==> config.mk <==
export PLATFORM = sky130hd
export DESIGN_NAME = sprite_blitter_flat
export DESIGN_NICKNAME = d
export VERILOG_FILES = /design/src/rtl/sprite_blitter_pkg.sv /design/src/rtl/sprite_blitter_if.sv /design/src/rtl/sprite_blitter_walker.sv /design/src/rtl/sprite_blitter.sv /design/src/flat_wrapper.sv
export SDC_FILE = /design/constraint.sdc
export NUM_CORES = 1
export LEC_CHECK = 0
export ABC_AREA = 0
export BUFFER_PORTS_ARGS = -buffer_cell sky130_fd_sc_hd__buf_4
export CORE_MARGIN = 2
export CORE_UTILIZATION = 45
export DETAILED_ROUTE_END_ITERATION = 6
export PLACE_DENSITY = 0.74
export SYNTH_ARGS = -nofsm -noshare
export SYNTH_HDL_FRONTEND = slang
export SYNTH_SLANG_ARGS = --single-unit
==> constraint.sdc <==
create_clock -name clk_33m -period 8 [get_ports clk_33m]
set_input_delay 0.4 -clock clk_33m [delete_from_list [all_inputs] [get_ports clk_33m]]
set_output_delay 0.4 -clock clk_33m [all_outputs]
set_load 0.005 [all_outputs]
==> src/rtl/sprite_blitter_pkg.sv <==
`default_nettype none
// ============================================================================
//  Module   : vga_pkg
//  Purpose  : Shared types and constants for the VGA sprite blitter path.
//  Revision : 1.0 - initial release
// ============================================================================
package vga_pkg;

  localparam int COOR_WIDTH     = 12;
  localparam int FRAME_W        = 1280;
  localparam int FRAME_H        = 300;
  localparam int SIZE_WIDTH     = 8;
  localparam int ROM_ADDR_WIDTH = 16;

  typedef logic [2:0] palette_t;

  // Palette index 0 is never written to the framebuffer.
  localparam palette_t PALETTE_TRANSPARENT = 3'd0;

  typedef struct packed {
    logic [COOR_WIDTH-1:0]     x;
    logic [COOR_WIDTH-1:0]     y;
    logic [SIZE_WIDTH-1:0]     w;
    logic [SIZE_WIDTH-1:0]     h;
    logic [ROM_ADDR_WIDTH-1:0] base;
  } blit_cmd_t;

endpackage
`default_nettype wire

==> src/rtl/sprite_blitter_if.sv <==
`default_nettype none
// ============================================================================
//  Module   : sprite_blitter_if
//  Purpose  : Sprite draw command channel (valid/ready plus rectangle fields).
//  Revision : 1.0 - initial release
// ============================================================================
import vga_pkg::*;

interface sprite_blitter_if #(
  parameter int COOR_WIDTH     = vga_pkg::COOR_WIDTH,
  parameter int SIZE_WIDTH     = vga_pkg::SIZE_WIDTH,
  parameter int ROM_ADDR_WIDTH = vga_pkg::ROM_ADDR_WIDTH
);
  logic                      cmd_valid;
  logic                      cmd_ready;
  logic [COOR_WIDTH-1:0]     cmd_x;
  logic [COOR_WIDTH-1:0]     cmd_y;
  logic [SIZE_WIDTH-1:0]     cmd_w;
  logic [SIZE_WIDTH-1:0]     cmd_h;
  logic [ROM_ADDR_WIDTH-1:0] cmd_base;

  // Game logic side: offers commands.
  modport master (
    output cmd_valid, cmd_x, cmd_y, cmd_w, cmd_h, cmd_base,
    input  cmd_ready
  );

  // Blitter side: accepts commands.
  modport slave (
    input  cmd_valid, cmd_x, cmd_y, cmd_w, cmd_h, cmd_base,
    output cmd_ready
  );
endinterface
`default_nettype wire

==> src/rtl/sprite_blitter_walker.sv <==
`default_nettype none
// ============================================================================
//  Module   : blit_walker
//  Purpose  : Row-major pixel walker: column/row counters, incremental ROM
//             address (base + running offset) and last-pixel flag.
//  Revision : 1.0 - initial release
// ============================================================================
import vga_pkg::*;

module blit_walker #(
  parameter int SIZE_WIDTH     = vga_pkg::SIZE_WIDTH,
  parameter int ROM_ADDR_WIDTH = vga_pkg::ROM_ADDR_WIDTH
) (
  input  wire logic                      clk,
  input  wire logic                      rst,
  input  wire logic                      load,
  input  wire logic                      step,
  input  wire logic [SIZE_WIDTH-1:0]     w,
  input  wire logic [SIZE_WIDTH-1:0]     h,
  input  wire logic [ROM_ADDR_WIDTH-1:0] base,
  output logic      [SIZE_WIDTH-1:0]     i,
  output logic      [SIZE_WIDTH-1:0]     j,
  output logic      [ROM_ADDR_WIDTH-1:0] addr,
  output logic                           last
);
  logic [ROM_ADDR_WIDTH-1:0] offset;
  logic                      row_end;

  // The offset simply counts pixels, so the ROM address wraps naturally.
  assign addr    = base + offset;
  assign row_end = (i == w - SIZE_WIDTH'(1));
  assign last    = row_end && (j == h - SIZE_WIDTH'(1));

  // Counters restart on a new command and advance once per drawn pixel.
  always_ff @(posedge clk or posedge rst) begin
    if (rst) begin
      i      <= '0;
      j      <= '0;
      offset <= '0;
    end else if (load) begin
      i      <= '0;
      j      <= '0;
      offset <= '0;
    end else if (step) begin
      offset <= offset + ROM_ADDR_WIDTH'(1);
      if (row_end) begin
        i <= '0;
        j <= j + SIZE_WIDTH'(1);
      end else begin
        i <= i + SIZE_WIDTH'(1);
      end
    end
  end

endmodule
`default_nettype wire

==> src/rtl/sprite_blitter.sv <==
`default_nettype none
// ============================================================================
//  Module   : sprite_blitter
//  Purpose  : Walks sprite rectangles, fetches palette indices from a
//             synchronous sprite ROM and emits one framebuffer write per cycle.
//  Revision : 1.0 - initial release
// ============================================================================
import vga_pkg::*;

module sprite_blitter #(
  parameter int COOR_WIDTH     = vga_pkg::COOR_WIDTH,
  parameter int FRAME_W        = vga_pkg::FRAME_W,
  parameter int FRAME_H        = vga_pkg::FRAME_H,
  parameter int SIZE_WIDTH     = vga_pkg::SIZE_WIDTH,
  parameter int ROM_ADDR_WIDTH = vga_pkg::ROM_ADDR_WIDTH
) (
  input  wire logic                      clk_33m,
  input  wire logic                      rst,
  input  wire logic                      rst_screen_33m,
  sprite_blitter_if.slave                cmd,
  output logic      [ROM_ADDR_WIDTH-1:0] rom_addr,
  input  wire palette_t                  rom_data,
  output logic      [COOR_WIDTH-1:0]     write_x,
  output logic      [COOR_WIDTH-1:0]     write_y,
  output palette_t                       write_palette,
  output logic                           frame_start,
  output logic                           busy
);
  localparam logic [0:0] ST_IDLE = 1'b0;
  localparam logic [0:0] ST_DRAW = 1'b1;

  logic [0:0]                state;
  blit_cmd_t                 cur;
  logic                      screen_q;
  logic                      screen_rise;
  logic                      accept;
  logic                      in_draw;
  logic [SIZE_WIDTH-1:0]     col;
  logic [SIZE_WIDTH-1:0]     row;
  logic [ROM_ADDR_WIDTH-1:0] walk_addr;
  logic                      walk_last;
  logic [COOR_WIDTH:0]       px;
  logic [COOR_WIDTH:0]       py;
  logic                      clip;

  // Pipeline: stage 1 holds the ROM request, stage 2 waits for ROM data.
  logic                      v1, v2, v3;
  logic                      clip1, clip2;
  logic [COOR_WIDTH-1:0]     x1, y1, x2, y2;

  assign screen_rise   = rst_screen_33m && !screen_q;
  assign in_draw       = (state == ST_DRAW);
  assign cmd.cmd_ready = (state == ST_IDLE) && !rst_screen_33m && !rst;
  assign accept        = cmd.cmd_valid && cmd.cmd_ready;
  assign busy          = in_draw || v1 || v2 || v3;

  // One extra bit so coordinates past the edge never wrap back on screen.
  assign px   = {1'b0, cur.x} + {{(COOR_WIDTH + 1 - SIZE_WIDTH){1'b0}}, col};
  assign py   = {1'b0, cur.y} + {{(COOR_WIDTH + 1 - SIZE_WIDTH){1'b0}}, row};
  assign clip = (px >= (COOR_WIDTH + 1)'(FRAME_W)) || (py >= (COOR_WIDTH + 1)'(FRAME_H));

  blit_walker #(
    .SIZE_WIDTH     (SIZE_WIDTH),
    .ROM_ADDR_WIDTH (ROM_ADDR_WIDTH)
  ) u_walker (
    .clk  (clk_33m),
    .rst  (rst),
    .load (accept),
    .step (in_draw),
    .w    (cur.w),
    .h    (cur.h),
    .base (cur.base),
    .i    (col),
    .j    (row),
    .addr (walk_addr),
    .last (walk_last)
  );

  // Command FSM: a frame swap aborts drawing; empty sprites never enter DRAW.
  always_ff @(posedge clk_33m or posedge rst) begin
    if (rst) begin
      state <= ST_IDLE;
      cur   <= '0;
    end else if (screen_rise) begin
      state <= ST_IDLE;
    end else if (accept) begin
      cur <= '{x: cmd.cmd_x, y: cmd.cmd_y, w: cmd.cmd_w, h: cmd.cmd_h, base: cmd.cmd_base};
      if ((cmd.cmd_w != '0) && (cmd.cmd_h != '0)) begin
        state <= ST_DRAW;
      end
    end else if (in_draw && walk_last) begin
      state <= ST_IDLE;
    end
  end

  // Frame edge detect and the address / ROM-wait / write pipeline.
  always_ff @(posedge clk_33m or posedge rst) begin
    if (rst) begin
      screen_q      <= 1'b0;
      frame_start   <= 1'b0;
      rom_addr      <= '0;
      v1            <= 1'b0;
      v2            <= 1'b0;
      v3            <= 1'b0;
      clip1         <= 1'b0;
      clip2         <= 1'b0;
      x1            <= '0;
      y1            <= '0;
      x2            <= '0;
      y2            <= '0;
      write_x       <= '0;
      write_y       <= '0;
      write_palette <= PALETTE_TRANSPARENT;
    end else begin
      screen_q    <= rst_screen_33m;
      frame_start <= screen_rise;
      v1          <= in_draw && !screen_rise;
      if (in_draw) begin
        rom_addr <= walk_addr;
        x1       <= px[COOR_WIDTH-1:0];
        y1       <= py[COOR_WIDTH-1:0];
        clip1    <= clip;
      end
      v2      <= v1 && !screen_rise;
      x2      <= x1;
      y2      <= y1;
      clip2   <= clip1;
      v3      <= v2 && !screen_rise;
      write_x <= x2;
      write_y <= y2;
      // Clipped pixels and anything during the frame swap write nothing.
      write_palette <= (v2 && !clip2 && !rst_screen_33m) ? rom_data : PALETTE_TRANSPARENT;
    end
  end

endmodule
`default_nettype wire

==> src/flat_wrapper.sv <==
// flat-port wrapper written by rule: the top's interface ports become plain ports
module sprite_blitter_flat 
#(
  parameter int COOR_WIDTH     = vga_pkg::COOR_WIDTH,
  parameter int FRAME_W        = vga_pkg::FRAME_W,
  parameter int FRAME_H        = vga_pkg::FRAME_H,
  parameter int SIZE_WIDTH     = vga_pkg::SIZE_WIDTH,
  parameter int ROM_ADDR_WIDTH = vga_pkg::ROM_ADDR_WIDTH
)
  (clk_33m, rst, rst_screen_33m, rom_addr, rom_data, write_x, write_y, write_palette, frame_start, busy, cmd_cmd_valid, cmd_cmd_x, cmd_cmd_y, cmd_cmd_w, cmd_cmd_h, cmd_cmd_base, cmd_cmd_ready);
  sprite_blitter_if #(.COOR_WIDTH(COOR_WIDTH), .SIZE_WIDTH(SIZE_WIDTH), .ROM_ADDR_WIDTH(ROM_ADDR_WIDTH)) cmd_i ();
  input  wire logic clk_33m;
  input  wire logic rst;
  input  wire logic rst_screen_33m;
  output logic      [ROM_ADDR_WIDTH-1:0] rom_addr;
  input  wire palette_t rom_data;
  output logic      [COOR_WIDTH-1:0] write_x;
  output logic      [COOR_WIDTH-1:0] write_y;
  output palette_t write_palette;
  output logic frame_start;
  output logic busy;
  input wire logic [$bits(cmd_i.cmd_valid)-1:0] cmd_cmd_valid;
  input wire logic [$bits(cmd_i.cmd_x)-1:0] cmd_cmd_x;
  input wire logic [$bits(cmd_i.cmd_y)-1:0] cmd_cmd_y;
  input wire logic [$bits(cmd_i.cmd_w)-1:0] cmd_cmd_w;
  input wire logic [$bits(cmd_i.cmd_h)-1:0] cmd_cmd_h;
  input wire logic [$bits(cmd_i.cmd_base)-1:0] cmd_cmd_base;
  output wire logic [$bits(cmd_i.cmd_ready)-1:0] cmd_cmd_ready;
  assign cmd_i.cmd_valid = cmd_cmd_valid;
  assign cmd_i.cmd_x = cmd_cmd_x;
  assign cmd_i.cmd_y = cmd_cmd_y;
  assign cmd_i.cmd_w = cmd_cmd_w;
  assign cmd_i.cmd_h = cmd_cmd_h;
  assign cmd_i.cmd_base = cmd_cmd_base;
  assign cmd_cmd_ready = cmd_i.cmd_ready;
  sprite_blitter #(.COOR_WIDTH(COOR_WIDTH), .FRAME_W(FRAME_W), .FRAME_H(FRAME_H), .SIZE_WIDTH(SIZE_WIDTH), .ROM_ADDR_WIDTH(ROM_ADDR_WIDTH)) u_core (.clk_33m(clk_33m), .rst(rst), .rst_screen_33m(rst_screen_33m), .cmd(cmd_i), .rom_addr(rom_addr), .rom_data(rom_data), .write_x(write_x), .write_y(write_y), .write_palette(write_palette), .frame_start(frame_start), .busy(busy));
endmodule
==> out/metrics.csv, run 1 <==
metric;value;unit
Vias/cell;5.14;
GPL Wtd Cong;0.820;
Lkg Pwr;5.08;nW
total power per unit cell area;300;nW/µm²
CTS root buf;clkbuf_16;
largest area contributor in the netlist;dfrtp_1;
post-synthesis async set-or-reset flop share;100;%
largest net degree at the start of global routing;111;
total CTS buffers;17;
Post-synth EDFFs;0;
Reg clk slew, reported paths;0.07;ns
Synth Register Bits;187;
WHS Endpoint;u_core.screen_q$_DFF_PP0_;
Site Rows;50;
worst-case headroom to the max-slew limit;36.2;%
Finished Core Util;54.9;%
CP Capture Type;register;
chip height;143;µm
Syn Area/Cell;10.2;µm²
Seq/Total Area, Yosys;53.7;%
CTS max path bufs;2;
reg-to-reg startpoint;u_core.cur[24]$_DFFE_PP0P_;
post_cts resized;0;
H-tree levels;4;
post-route ant nets;0;
Final Slew Violations;0;
Placed Area;9780;µm²
DIE AREA;20500;µm²
fin crit period;2.88;ns
Remaining DRCs;0;
number of global-route vias before repair;6222;
Initial Utilization;46.2;%
share of Yosys cell area claimed by the top area cell type;53.7;%
setup TNS;0;ns
Mapped Cells;859;
hold_buf cts;0;
ant diodes;0;
global-route wire length before repair;30200;µm
Area Growth Syn to Fin;18.9;%
fmax;347;MHz
Final setup violation count;0;
RR Endpoint;u_core.u_walker.j[4]$_DFFE_PP0P_;
GRT Util Overall;18.6;%
Yosys warning count;0;
DP HPWL;12000;µm
post-route cell area;10400;µm²
Die Span X;143;µm
period utilisation layout;36.0;%
Pre-antenna DRT Iters;5;
CTS tree;built;
PnR Total Power;3.12;mW
Final Hold Fails;0;
worst-skew pair later-pin latency;0.43;ns
Crit Path Class;reg2reg;
Port Buffer Count;108;
worst reg-to-reg setup slack;5.12;ns
Critical-path top delay cell;or4b_1;
crit path cell chain;inv_1 > ha_1 > or4b_1 > or3_1 > a221o_1 > a21oi_4 > and3_1 > a31oi_1 > a41o_1;
synth unique cells;55;
worst min path class;in2reg;
Post-Synthesis Cell Area;8720;µm²
CP startpoint kind;register;
Ports;109;
VDD IR max;0.146;mV
clk_skew;0.0107;ns
Worst Path Required;8.32;ns
DRT Wirelength;17900;µm
hold_sp;rst_screen_33m;
fin nets;1063;
core region area;18900;µm²
Num Clock Sinks;187;
unrepaired setup endpoints after global routing;no;
Max Cap Viol;0;
CP max stage delay;0.46;ns
WP data arrival;3.20;ns
initial antenna violation count;0;
cell count of the worst hold path;1;
share of cells above drive strength 1;18.1;%
crit path max fanout;8;
prevailing post-synth register cell;dfrtp_1;
actual slew at the worst max-slew pin;0.957;ns
DRT iter0 DRCs;373;
mean routed wirelength per cell;14.5;µm
syn nets;961;
Setup Buffers After CTS;0;
top post-synthesis cells by area;dfrtp_1 (54%), nand2_1 (8.3%), ha_1 (5.2%);
reg2reg path depth;9;
grt ovf;0;
status;finished, final reports clean;
routed via count;6336;
-- logic make-up after synthesis --
| logic type | share of synthesized area (%) |
|---|---|
| adder cells (fa/ha/maj) | 5.85 |
| multiplexers | 3.40 |
| AO/OA/AOI/OAI | 10.5 |
| buffers and inverters | 2.25 |
| flip-flops | 53.7 |
| XOR/XNOR | 6.63 |
| AND/OR/NAND/NOR | 17.8 |
-- layout make-up --
| cell class | count | area (µm²) |
|---|---|---|
| sequential | 187 | 4680 |
| clock buffer | 18 | 439 |
| timing repair buffer | 112 | 841 |
| inverter | 22 | 87.6 |
| tap | 260 | 325 |
| multi-input combinational | 621 | 3850 |
| fill | 1707 | 8520 |
| clock inverter | 13 | 149 |
-- synth_stat cells (all sizes together) (19+ instances only) --
library cell and number:
xor2 31, inv 22, mux2 21, dfrtp 187, ha 36, a21oi 40
xnor2 35, nand4 19, clkbuf 21, nor2 56, nand2 194, o21ai 39
-- registers in the layout, indices dropped and copies added (netlist names) --
register and flops:
u_core.clip2 1, u_core.u_walker.i 8, u_core.write_y 12, u_core.rom_addr 16, u_core.in_draw 1, u_core.u_walker.j 8, u_core.clip1 1, u_core.u_walker.offset 16
u_core.v2 1, u_core.x2 12, u_core.y1 12, u_core.x1 12, u_core.v1 1, u_core.frame_start 1, u_core.cur 56, u_core.y2 12
u_core.write_x 12, u_core.write_palette 3, u_core.screen_q 1, u_core.v3 1
-- critical path: cells and delay by family, from the launching register on --
kind                       cells  cell delay (ns)
AOI/OAI and AO/OA              4             0.91
DFF                            1             0.41
and+or+nand+nor                3             1.15
adders and majority gates      1             0.21
buffers and inverters          1             0.10
-- worst max path at each step --
stage	start	end	slack, ns
6_report	u_core.cur[24]$_DFFE_PP0P_	u_core.u_walker.j[4]$_DFFE_PP0P_	5.12
3_5_place_dp	u_core.cur[24]$_DFFE_PP0P_	u_core.u_walker.j[4]$_DFFE_PP0P_	5.16
3_3_place_gp	u_core.cur[24]$_DFFE_PP0P_	u_core.u_walker.j[5]$_DFFE_PP0P_	5.24
4_1_cts	u_core.cur[24]$_DFFE_PP0P_	u_core.u_walker.j[4]$_DFFE_PP0P_	5.13
2_1_floorplan	rst	u_core.clip1$_DFFE_PP0P_	2.51
5_1_grt	u_core.cur[24]$_DFFE_PP0P_	u_core.u_walker.j[5]$_DFFE_PP0P_	4.98
-- placed cells by master (no fill, tap or decap), drive strengths merged, types with 3 or more instances in the layout --
cell and count:
clkbuf 18, dfrtp 187, a21oi 40, a31oi 5, nor2 56, nor3b 4
a21o 15, mux2i 6, a221o 3, nand2b 6, xor2 31, or3 7
a211oi 3, mux2 21, o21bai 3, nand2 194, nand4 19, nor4 8
clkinv 4, xnor2 35, o31ai 3, fa 3, o21a 7, inv 29
and3 9, nor2b 6, nor3 10, a31o 4, nand3 10, and2 9
buf 112, o21ai 39, ha 36
-- where the power goes --
group | switching, mW | internal [mW]
Combinational | 0.396 | 0.439
Sequential | 0.188 | 1.25
Clock | 0.388 | 0.450
-- through the flow --
stage	hold slack, ns	cells	setup WS, ns
final	0.141	1233	5.12
after global routing	0.115	1233	4.98
after CTS	0.118	1233	5.13
after detailed placement	0.335	1202	5.16
after global placement	0.333	1202	5.24
after floorplan	0.331	859	2.51
-- layer usage --
metal / vias up / share of wire [%] / global-route usage [%]
li1: 3140 / - / -
met1: 3029 / 49 / 26.5
met2: 144 / 45 / 28.7
met3: 23 / 4.4 / 3.69
met4: 0 / 1.4 / 5.99
met5: - / 0 / 0
Power figures use the tool's default switching activity.
==> inputs of run 2 (changes only) <==
--- a/config.mk
+++ b/config.mk
@@ -5,12 +5,12 @@
 export SDC_FILE = /design/constraint.sdc
 export NUM_CORES = 1
 export LEC_CHECK = 0
-export ABC_AREA = 0
+export ABC_AREA = 1
 export BUFFER_PORTS_ARGS = -buffer_cell sky130_fd_sc_hd__buf_4
 export CORE_MARGIN = 2
 export CORE_UTILIZATION = 45
 export DETAILED_ROUTE_END_ITERATION = 6
-export PLACE_DENSITY = 0.74
+export PLACE_DENSITY = 0.77
 export SYNTH_ARGS = -nofsm -noshare
 export SYNTH_HDL_FRONTEND = slang
 export SYNTH_SLANG_ARGS = --single-unit
==> constraint.sdc (replaced) <==
create_clock -name clk_33m -period 2.34 [get_ports clk_33m]
set_input_delay 0.117 -clock clk_33m [delete_from_list [all_inputs] [get_ports clk_33m]]
set_output_delay 0.117 -clock clk_33m [all_outputs]
set_load 0.005 [all_outputs]
==> out/metrics.csv, run 2 <==
metric;value;unit
Final Hold Fails;0;
Mapped Cells;1080;
VDD IR max;0.465;mV
initial antenna violation count;0;
syn nets;1182;
Site Rows;52;
DRT iter0 DRCs;587;
most common cell after layout, fill and taps aside;nand2_1;
Finished Core Util;57.5;%
clk_skew;0.00889;ns
Flop pwr share;44.5;%
CTS tree;built;
Lkg Pwr;5.81;nW
DRT Wirelength;21800;µm
total CTS buffers;17;
P_int;7.19;mW
Seq/Total Area, Yosys;51.4;%
Post-synth EDFFs;0;
worst-case headroom to the max-slew limit;42.1;%
largest area contributor in the netlist;dfrtp_1;
routed via count;7676;
Port Buffer Count;108;
GPL Wtd Cong;0.942;
Crit Path Class;reg2reg;
pre-CTS setup slack;0.181;ns
top post-synthesis cells by area;dfrtp_1 (51%), nand2_1 (15%), ha_1 (4.9%);
post-synthesis async set-or-reset flop share;100;%
Final setup violation count;0;
Max Cap Viol;0;
Vias/cell;4.98;
Synth Register Bits;187;
DIE AREA;21400;µm²
core region area;20000;µm²
CTS root buf;clkbuf_16;
Num Clock Sinks;187;
most frequent cells in the layout;nand2_1 (353), dfrtp_1 (186), buf_4 (117);
number of global-route vias before repair;7380;
Die Span X;146;µm
Yosys warning count;0;
Combinational Power Share;30.3;%
Post-synth top cells;nand2_1 (354), dfrtp_1 (187), inv_1 (102), nor2_1 (87), o21ai_0 (63);
post-route ant nets;0;
DP HPWL;15300;µm
Post-Synthesis Cell Area;9100;µm²
total power per unit cell area;955;nW/µm²
Clock power frac;25.2;%
mean routed wirelength per cell;14.2;µm
worst min path class;in2reg;
share of Yosys cell area claimed by the top area cell type;51.4;%
H-tree levels;4;
CTS max path bufs;2;
final worst slack;0.195;ns
prevailing post-synth register cell;dfrtp_1;
share of cells above drive strength 1;14.0;%
fin crit period;2.14;ns
Biggest register;u_core.cur;
Area Growth Syn to Fin;26.5;%
Syn Area/Cell;8.43;µm²
Pre-antenna DRT Iters;5;
largest net degree at the start of global routing;51;
GRT Util Overall;20.9;%
ant diodes;0;
grt ovf;0;
fmax;466;MHz
max FFs per register;56;
synth unique cells;45;
global-route wire length before repair;36200;µm
WP data arrival;2.49;ns
status;finished, final reports clean;
chip height;146;µm
period utilisation layout;91.7;%
most common cell in the netlist;nand2_1;
actual slew at the worst max-slew pin;0.866;ns
fin nets;1359;
unrepaired setup endpoints after global routing;no;
Initial Utilization;45.4;%
crit path max fanout;7;
Worst Path Required;2.68;ns
Final Slew Violations;0;
Switching Share;34.6;%
Remaining DRCs;0;
Hold WS;0.180;ns
top flop regs;u_core.cur: 56 flops, u_core.rom_addr: 16 flops, u_core.u_walker.offset: 16 flops;
CP Capture Type;register;
worst-skew pair later-pin latency;0.44;ns
Reg clk slew, reported paths;0.07;ns
total net switching power;3.81;mW
Ports;109;
CP startpoint kind;register;
[run 2: cell type report]
class	instances	area (µm²)
clock buffer	19	443
clock inverter	13	124
fill	1755	8520
inverter	105	398
multi-input combinational	762	3920
sequential	187	4680
tap	270	338
timing repair buffer	184	1610
[run 2: final timing paths]
path	from	to	slack (ns)	cells after the start
worst max-delay path	u_core.u_walker.i[0]$_DFFE_PP0P_	u_core.x1[6]$_DFFE_PP0P_	0.20	9
worst min-delay path	cmd_cmd_valid	u_core.u_walker.i[6]$_DFFE_PP0P_	0.18	4
worst max register to register	u_core.u_walker.i[0]$_DFFE_PP0P_	u_core.x1[6]$_DFFE_PP0P_	0.20	9
worst min register to register	u_core.y2[3]$_DFF_PP0_	u_core.write_y[3]$_DFF_PP0_	0.34	0
max in group asynchronous	rst	u_core.x2[2]$_DFF_PP0_	1.21	4
min in group asynchronous	rst	u_core.cur[31]$_DFFE_PP0P_	0.47	3
[run 2: timing repair]
action,4_1_cts,5_1_grt
buffers inserted,0,2
gates resized for setup,0,5
hold buffers,61,0
endpoints found under the hold margin,87,0
endpoints found under the setup margin,0,4
[run 2: kinds of logic after synthesis]
family                   after synthesis  synth area share [%]
buffers and inverters                131                  5.55
XOR/XNOR                              46                  4.58
AO/OA/AOI/OAI                        127                  7.59
AND/OR/NAND/NOR                      550                  25.3
flip-flops                           187                  51.4
adder cells (fa/ha/maj)               39                  5.61
[run 2: power by group through the flow]
stage | clock (mW) | sequential, mW | combinational, mW
finish | 2.77 | 4.90 | 3.33
global route | 2.95 | 5.01 | 3.75
CTS | 2.80 | 4.89 | 3.29
detailed placement | 0 | 4.94 | 3.17
global placement | 0 | 4.91 | 3.10
floorplan | 0 | 4.79 | 2.06
[run 2: metrics by stage]
step	TNS, ns	power [mW]	std cells	instance area [µm²]
after floorplan	-34.31	6.84	1080	9100
after global routing	0	11.7	1540	11500
after global placement	0	8.01	1445	10300
after CTS	0	11.0	1538	11500
after detailed placement	0	8.11	1445	10300
final	0	11.0	1540	11500
[run 2: routing by layer]
metal | track usage, % | wire, µm
met1 | 29.2 | 10200
met5 | 0 | 0
met2 | 33.4 | 10100
met4 | 6.17 | 408
met3 | 3.81 | 1110
[run 2: critical path, cell delays in order (launching register included)]
cell	delay (ns)
dfrtp_1	0.46
ha_1	0.29
fa_1	0.40
nand2_1	0.08
o21ai_0	0.11
and2_1	0.18
o21ai_0	0.14
nand2_1	0.08
xnor2_1	0.13
o21ai_0	0.18
